### config.mk
export PLATFORM = sky130hd
export DESIGN_NAME = block_axi_bridge
export DESIGN_NICKNAME = d
export VERILOG_FILES = /design/src/rtl/block_axi_bridge.sv
export SDC_FILE = /design/constraint.sdc
export NUM_CORES = 2
export LEC_CHECK = 0
export CELL_PAD_IN_SITES_DETAIL_PLACEMENT = 1
export CELL_PAD_IN_SITES_GLOBAL_PLACEMENT = 2
export CORE_AREA = 4 4 524 526
export CTS_BUF_LIST = sky130_fd_sc_hd__clkbuf_8
export CTS_CLUSTER_SIZE = 10
export DETAILED_ROUTE_END_ITERATION = 8
export DIE_AREA = 0 0 528 530
export PLACE_DENSITY_LB_ADDON = 0.1
export SLEW_MARGIN = 20
export SYNTH_ARGS = -nofsm -noshare
export SYNTH_HDL_FRONTEND = slang
export SYNTH_SLANG_ARGS = --single-unit
### constraint.sdc
create_clock -name i_clk -period 69.5 [get_ports i_clk]
set_input_delay 10.425 -clock i_clk [delete_from_list [all_inputs] [get_ports i_clk]]
set_output_delay 10.425 -clock i_clk [all_outputs]
set_load 0.005 [all_outputs]
### src/rtl/block_axi_bridge.sv
// block_axi_bridge: moves one cache block to/from AXI as an N-beat INCR burst.
// The FSM issues AR->R for a refill, or AW->W->B for a write-back, then pulses done.
// Optional build macro BLOCK_AXI_BRIDGE_RESP_CHECK_EN adds rresp/bresp inputs and
// an o_axi_error flag reported alongside o_axi_done.
module block_axi_bridge #(
    parameter int unsigned ADDR_WIDTH  = 64,
    parameter int unsigned BLOCK_WIDTH = 512,
    parameter int unsigned BEAT_WIDTH  = 64
) (
    input  logic                   i_clk,
    input  logic                   i_arst,
    input  logic                   i_axi_write_start,
    input  logic                   i_axi_read_start,
    input  logic [ADDR_WIDTH-1:0]  i_axi_addr,
    input  logic [BLOCK_WIDTH-1:0] i_data_block,
    output logic                   o_axi_done,
    output logic [BLOCK_WIDTH-1:0] o_data_block,
    output logic                   o_arvalid,
    input  logic                   i_arready,
    output logic [ADDR_WIDTH-1:0]  o_araddr,
    input  logic                   i_rvalid,
    output logic                   o_rready,
    input  logic [BEAT_WIDTH-1:0]  i_rdata,
    input  logic                   i_rlast,
    output logic                   o_awvalid,
    input  logic                   i_awready,
    output logic [ADDR_WIDTH-1:0]  o_awaddr,
    output logic                   o_wvalid,
    input  logic                   i_wready,
    output logic [BEAT_WIDTH-1:0]  o_wdata,
    output logic                   o_wlast,
    input  logic                   i_bvalid,
    output logic                   o_bready
`ifdef BLOCK_AXI_BRIDGE_RESP_CHECK_EN
    ,
    input  logic [1:0]             i_rresp,
    input  logic [1:0]             i_bresp,
    output logic                   o_axi_error
`endif
);

    localparam int unsigned N    = BLOCK_WIDTH / BEAT_WIDTH;
    localparam int unsigned CW   = (N > 1) ? $clog2(N) : 1;
    localparam int unsigned OFFS = $clog2(BLOCK_WIDTH / 8);
    localparam logic [CW-1:0] KMAX = CW'(N - 1);

    typedef enum logic [2:0] {
        ST_IDLE,
        ST_AR,
        ST_R,
        ST_AW,
        ST_W,
        ST_B,
        ST_DONE
    } state_t;

    state_t                  state_q;
    logic [CW-1:0]           k_q;
    logic [ADDR_WIDTH-1:0]   addr_q;
    logic [ADDR_WIDTH-1:0]   addr_d;
    logic [BEAT_WIDTH-1:0]   wr_q [N];
    logic [BEAT_WIDTH-1:0]   rd_q [N];
    logic [BEAT_WIDTH-1:0]   wblk_in [N];
    logic                    done_q;
    logic                    arvalid_q;
    logic                    rready_q;
    logic                    awvalid_q;
    logic                    wvalid_q;
    logic                    wlast_q;
    logic                    bready_q;

    // The beat counter alone decides the end of a read burst; rlast is not consulted.
    logic unused_rlast;
    assign unused_rlast = i_rlast;

    // Block-align the request address by clearing the in-block byte offset
    always_comb begin
        addr_d = i_axi_addr;
        addr_d[OFFS-1:0] = '0;
    end

    // Beat-wise views of the write-back input and the refill output
    for (genvar g = 0; g < N; g++) begin : g_beats
        assign wblk_in[g] = i_data_block[g*BEAT_WIDTH +: BEAT_WIDTH];
        assign o_data_block[g*BEAT_WIDTH +: BEAT_WIDTH] = rd_q[g];
    end

    // Transaction FSM with registered handshake outputs
    always_ff @(posedge i_clk or posedge i_arst) begin
        if (i_arst) begin
            state_q   <= ST_IDLE;
            k_q       <= '0;
            addr_q    <= '0;
            wr_q      <= '{default: '0};
            rd_q      <= '{default: '0};
            done_q    <= 1'b0;
            arvalid_q <= 1'b0;
            rready_q  <= 1'b0;
            awvalid_q <= 1'b0;
            wvalid_q  <= 1'b0;
            wlast_q   <= 1'b0;
            bready_q  <= 1'b0;
        end else begin
            case (state_q)
                ST_IDLE: begin
                    if (i_axi_write_start) begin
                        state_q   <= ST_AW;
                        addr_q    <= addr_d;
                        wr_q      <= wblk_in;
                        awvalid_q <= 1'b1;
                    end else if (i_axi_read_start) begin
                        state_q   <= ST_AR;
                        addr_q    <= addr_d;
                        arvalid_q <= 1'b1;
                    end
                end
                ST_AR: begin
                    if (i_arready) begin
                        state_q   <= ST_R;
                        arvalid_q <= 1'b0;
                        rready_q  <= 1'b1;
                        k_q       <= '0;
                    end
                end
                ST_R: begin
                    if (i_rvalid) begin
                        rd_q[k_q] <= i_rdata;
                        if (k_q == KMAX) begin
                            state_q  <= ST_DONE;
                            rready_q <= 1'b0;
                            done_q   <= 1'b1;
                            k_q      <= '0;
                        end else begin
                            k_q <= k_q + CW'(1);
                        end
                    end
                end
                ST_AW: begin
                    if (i_awready) begin
                        state_q   <= ST_W;
                        awvalid_q <= 1'b0;
                        wvalid_q  <= 1'b1;
                        k_q       <= '0;
                        wlast_q   <= (N == 1);
                    end
                end
                ST_W: begin
                    if (i_wready) begin
                        if (k_q == KMAX) begin
                            state_q  <= ST_B;
                            wvalid_q <= 1'b0;
                            wlast_q  <= 1'b0;
                            bready_q <= 1'b1;
                            k_q      <= '0;
                        end else begin
                            k_q     <= k_q + CW'(1);
                            wlast_q <= ((k_q + CW'(1)) == KMAX);
                        end
                    end
                end
                ST_B: begin
                    if (i_bvalid) begin
                        state_q  <= ST_DONE;
                        bready_q <= 1'b0;
                        done_q   <= 1'b1;
                    end
                end
                ST_DONE: begin
                    state_q <= ST_IDLE;
                    done_q  <= 1'b0;
                end
                default: begin
                    state_q <= ST_IDLE;
                end
            endcase
        end
    end

    assign o_axi_done = done_q;
    assign o_arvalid  = arvalid_q;
    assign o_araddr   = addr_q;
    assign o_rready   = rready_q;
    assign o_awvalid  = awvalid_q;
    assign o_awaddr   = addr_q;
    assign o_wvalid   = wvalid_q;
    assign o_wdata    = wr_q[k_q];
    assign o_wlast    = wlast_q;
    assign o_bready   = bready_q;

`ifdef BLOCK_AXI_BRIDGE_RESP_CHECK_EN
    logic err_acc_q;
    logic err_q;
    logic beat_bad;
    logic to_done;

    assign beat_bad = (rready_q && i_rvalid && (i_rresp != 2'b00)) ||
                      (bready_q && i_bvalid && (i_bresp != 2'b00));
    assign to_done  = ((state_q == ST_R) && i_rvalid && (k_q == KMAX)) ||
                      ((state_q == ST_B) && i_bvalid);

    // Sticky per-transaction error, presented in the same cycle as the done pulse
    always_ff @(posedge i_clk or posedge i_arst) begin
        if (i_arst) begin
            err_acc_q <= 1'b0;
            err_q     <= 1'b0;
        end else begin
            if (state_q == ST_IDLE) begin
                err_acc_q <= 1'b0;
            end else if (beat_bad) begin
                err_acc_q <= 1'b1;
            end
            err_q <= to_done && (err_acc_q || beat_bad);
        end
    end

    assign o_axi_error = err_q;
`endif

endmodule

=== Yosys cells after proc, flatten, opt, wreduce, memory -nomap -nowiden ===
Cells that the tools add are included.

* Register bits after elaboration: 1101
* Input port bits: 650
* Logic and storage cells: 119

* Add/sub/neg operators: 1
* Magnitude comparators: 2
* Eq/ne operators: 19
* Muxes and demuxes: 48
* Bitwise logic cells: 1
* Reductions and logical operators: 22

{| class="wikitable"
|+ Operators with widths
! cell !! number
|-
| 512-bit bitwise mux || 1
|-
| 64-bit 2-to-1 mux || 5
|-
| 64-bit binary-select mux with 3-bit select || 1
|-
| 64-bit demux with 3-bit select || 1
|-
| 3-bit 2-to-1 mux || 14
|-
| 2-bit != test, second input constant || 10
|-
| 4-bit AND reduction || 5
|-
| 3-bit one-hot mux with 6 select lines || 1
|-
| 1-bit 2-to-1 mux || 17
|-
| 3-bit equality test, second input constant || 5
|-
| 1-bit one-hot mux with 2 select lines || 6
|-
| 3-bit one-hot mux with 4 select lines || 1
|-
| 2-bit nonzero test || 6
|-
| 8-bit AND reduction || 1
|-
| 3-bit by 2-bit equality test with 1-bit output, second input constant || 2
|-
| 2-bit AND reduction || 3
|-
| 3-bit AND reduction || 2
|-
| 5-bit AND reduction || 1
|-
| 4-bit greater-or-equal comparator, second input constant || 1
|-
| 4-bit by 1-bit < comparator with 1-bit output, second input constant || 1
|-
| 3-bit NOT with 4-bit output || 1
|-
| 4-bit nonzero test || 1
|-
| 3-bit by 1-bit adder with 3-bit output, second input constant || 1
|-
| 3-bit by 1-bit equality test with 1-bit output, second input constant || 1
|-
| 5 further kinds || 5
|}

=== Logic depth before layout (Yosys ltp) ===
* Depth in word-level cells: 6
* Mapped depth: 8

=== Least setup slack after synthesis ===
OpenSTA, ideal clock, no wires.

* Path kind: register to output
* From: register k_q[1]
* To: output o_wdata[37]
* Arrival: 1736 ps
* Required time: 59075 ps
* Slack: 57339 ps
* Stages on the path, launching flop included: 7
* Buffers on the path: 3
* Cell sequence: dfrtp_1 > buf_2 > buf_2 > buf_2 > mux4_2 > nand2_1 > nand2_1

* Cells in the longest elaborated chain, start to end: 4

{| class="wikitable"
|+ Ends and longest elaborated chain
! element !! RTL line !! source
|-
| start, declared || 58 || <nowiki>logic [CW-1:0] k_q;</nowiki>
|-
| start signal, assigned || 134 || <nowiki>k_q <= k_q + CW'(1);</nowiki>
|-
| start signal, assigned || 156 || <nowiki>k_q <= k_q + CW'(1);</nowiki>
|-
| 3-bit NOT with 4-bit output (not written as such) || 186 || <nowiki>assign o_wdata = wr_q[k_q];</nowiki>
|-
| 64-bit binary-select mux with 3-bit select || 186 ||
|-
| 64-bit 2-to-1 mux (not written as such) (2 in a row) || 186 ||
|-
| end, declared || 30 || <nowiki>output logic [BEAT_WIDTH-1:0] o_wdata,</nowiki>
|}

Every way passes these cells. The select of a mux whose other input is x is not followed.

=== Worst setup path in the final report ===
* From: register k_q[2]
* To: output o_wdata[1]

Same word-level chain as after synthesis.

==> impl_metrics.csv <==
group,metric,value,unit
final_layout,num-nets-final,4911,
critical_path,rr_startpoint,"k_q[1]",
critical_path,critPathKind,"flop to output pin",
yosys,seq_area_frac_synth,61.1,%
critical_path,startpoint,"k_q[2]",
die,rows,191,
place,finalWeightedCongestion,0.767,
flow_run,maxCapViolations,0,
yosys,ys_ff_latch,1095,
pwr,p_sw,1020,µW
critical_path,crit_path_frequent_cell,"buf_4",
cts,root_buffer,"clkbuf_8",
critical_path,critical_path_cell_count,8,
cts,post_cts_buffers,0,
pwr,cellPowerDensity,44.2,nW/µm²
cts,cts_hold_buf,0,
critical_path,critPathLaunchType,"flop",
final_layout,final_cells,8039,
sta,post-route-period-util,22.6,%
pwr,power_frac_clock,23.7,%
sta,max_freq,0.0636,GHz
routing,drc_errors,0,
yosys,synth_ff_type,"dfrtp_1",
sta,period_needed,15.73,ns
cts,cts_buffers,232,
yosys,yosys_warnings,0,
sta,finalClockSkew,0.0810,ns
die,start_util,16.6,%
yosys,synth_edf_count,0,
cts,cts_tree,"done",
cts,post_cts_resized,0,
critical_path,crit_buf_inv,5,
global_routing,grt_overflow,0,
global_routing,grt_max_degree,147,
pwr,vdd_ir_drop_max,0.0207,mV
yosys,ys_async_sr_fraction,100,%
die,die_h,530,µm
cts,cts_max_level,4,
yosys,synth_cells,2861,
critical_path,r2r_slack,65.09,ns
critical_path,rr_worst_depth,7,
die,dieArea,280000,µm²
routing,wl_per_cell,29.8,µm
global_routing,grt_util_all_layers,16.5,%
global_routing,grt_pass1_wl,319,mm
sta,worst_pin_slew,1.32,ns
routing,final_antenna_net_count,0,
critical_path,critPathArrivalTime,5.30,ns
pwr,p_seq_share,36.2,%
worst_hold_path,hp-class,"flop to flop",
place,place_inst,7594,
global_routing,grt_pass1_vias,33900,
cts,clk_latency,0.97,ns
critical_path,crit_path_top_delay_cell,"clkdlybuf4s50_1",
routing,drt-total-wl,240,mm
sta,slew_headroom,12.0,%
place,post-dp-hpwl,177,mm
final_layout,area_growth,48.6,%
critical_path,cp_max_fo,25,
yosys,synth_area,44900,µm²
final_layout,post-route-cell-area,66700,µm²
cts,cts_buffer_depth,4,
sta,fin_setup_tns,0,ns
routing,via_per_inst,3.91,
sta,setup_viol,0,
yosys,syn_area_per_cell,15.7,µm²
pwr,p_sw_share,34.5,%
yosys,synth_area_leader_cell,"dfrtp_1",
critical_path,cp_top_family,"buffers and inverters",
critical_path,max_stage_delay,0.80,ns
cts,clk_pin_slew,0.05,ns
critical_path,r2r-end,"o_data_block[436]",
pwr,finalPower,2940,µW
routing,drt_first_iter_violations,991,
yosys,synth.distinct_cells,49,
global_routing,antenna_found_initial,183,
sta,finalHoldViolCount,0,
critical_path,cp-end-kind,"output pin",
routing,firstDrtPassIters,4,
pwr,combPwrFrac,40.1,%
sta,slew_violations,0,
cts,cts_sinks,1095,
pwr,p_int,1930,µW
pwr,total_leakage_power,0.0278,µW
critical_path,cp-endpoint,"o_wdata[1]",
place,port_buffers,1341,
routing,num_vias,31400,
place,dpl-instance-area,62000,µm²
die,num_io_pins,1361,
die,die_w,528,µm
sta,rsz0062_at_grt,"no",
die,core,270000,µm²
final_layout,drive_gt1_share,30.0,%
yosys,ys_top_cells_by_area,"dfrtp_1 61%, mux2_2 22%, mux2_1 5.8%, mux4_2 2.6%, a221oi_1 2.1%",
yosys,yosysTopAreaCellShare,61.1,%
critical_path,cp.required,59.08,ns
critical_path,crit_chain,"clkinv_2, buf_4, nor2_4, buf_4, a221oi_1, buf_4, o22ai_1, clkdlybuf4s50_1",
run_status,status,"complete, no violations",
[power groups by stage]
stage / Combinational (µW) / Sequential [µW] / Clock (µW)
floorplan: 533 / 1030 / 0
global placement: 1220 / 1070 / 0
detailed placement: 1220 / 1080 / 0
CTS: 1230 / 1070 / 741
global route: 1270 / 1100 / 767
finish: 1180 / 1070 / 698
[worst register-to-register path, delay by kind of cell (launching register included)]
kind / cells / cell delay, ns
buf+inv: 4 / 2.00
flops: 1 / 0.66
simple gates: 2 / 1.16
mux: 1 / 0.48
[layer usage]
layer | routed length (µm) | vias to the layer above | GRT usage [%] | part of all wire, %
li1 | - | 13300 | - | -
met1 | 91600 | 16200 | 18.3 | 38
met2 | 116000 | 1230 | 28.1 | 48
met3 | 26500 | 520 | 8.64 | 11
met4 | 5190 | 146 | 3.42 | 2.2
met5 | 903 | - | 0 | 0.38
[cell usage after synthesis (all sizes together) (2+ instances only)]
cell     count
clkbuf      52
nor2        21
a221o        8
a21o         2
mux2i        7
inv          9
a31oi        2
ha           3
and2         2
a21oi       13
a22oi       15
buf        198
o21ai       17
and3         2
mux4        52
nand2       70
nand2b       7
o22ai       33
a2bb2oi      2
o2bb2ai      8
nand3        2
mux2      1110
nor3         5
dfrtp     1095
a221oi     109
nor2b        3
[cell usage in the layout (no fill, tap or decap), types with 9 or more instances in the layout]
master,netlist,final
o22ai_1,33,33
mux2_2,879,879
mux4_2,52,52
inv_1,7,92
clkbuf_8,0,289
a221oi_1,109,108
dfrtp_1,1095,1092
nor2_4,0,9
o21ai_0,17,17
clkdlybuf4s50_1,0,1341
nor2_1,20,11
a21oi_1,13,13
a22oi_1,15,15
nand2_1,66,66
diode_2,0,53
buf_4,76,58
conb_1,1,12
mux2_1,231,231
[worst min-delay path by stage]
stage | startpoint | to | slack (ns) | cells after the start
2_1_floorplan | wr_q[108] | wr_q[108] | 0.47 | 1
3_3_place_gp | o_data_block[20] | o_data_block[20] | 0.47 | 1
3_5_place_dp | o_data_block[28] | o_data_block[28] | 0.47 | 1
4_1_cts | o_data_block[28] | o_data_block[28] | 0.49 | 1
5_1_grt | o_data_block[20] | o_data_block[20] | 0.50 | 1
6_report | o_data_block[20] | o_data_block[20] | 0.48 | 1
[flip-flops by register name (all words and copies together), names as in the netlist]
| name | count |
|---|---|
| o_arvalid | 1 |
| state_q | 3 |
| o_rready | 1 |
| o_data_block | 512 |
| o_axi_done | 1 |
| o_wlast | 1 |
| o_araddr | 58 |
| o_bready | 1 |
| o_awvalid | 1 |
| wr_q | 512 |
| o_wvalid | 1 |
| k_q | 3 |
[cell families (layout without fill, tap and decap cells)]
group / Yosys count / after routing / share of synthesized area (%)
buffers and inverters: 259 / 1803 / 3.21
muxes: 1169 / 1169 / 30.6
DFF: 1095 / 1095 / 61.1
AOI/OAI and AO/OA: 216 / 216 / 3.74
adders and majority gates: 3 / 3 / 0.0837
and+or+nand+nor: 118 / 118 / 1.24
other: 1 / 65 / 0.00836
[area by class of cell]
cell class                 count  area (µm²)
clock inverter               103         523
inverter                       9        45.0
clock buffer                 289        3980
antenna                       53         133
timing repair buffer        1402       13900
multi-input combinational   1518       16200
tap                         3570        4470
fill                       29200      203000
sequential                  1095       27400
[metrics by stage]
stage	hold slack, ns	setup slack [ns]	util, %
6_report	0.480	53.77	24.7
4_1_cts	0.487	53.19	24.6
2_1_floorplan	0.475	28.25	-
3_3_place_gp	0.467	54.23	23.0
3_5_place_dp	0.474	54.24	23.0
5_1_grt	0.499	53.31	24.6
Power figures use the tool's default switching activity.
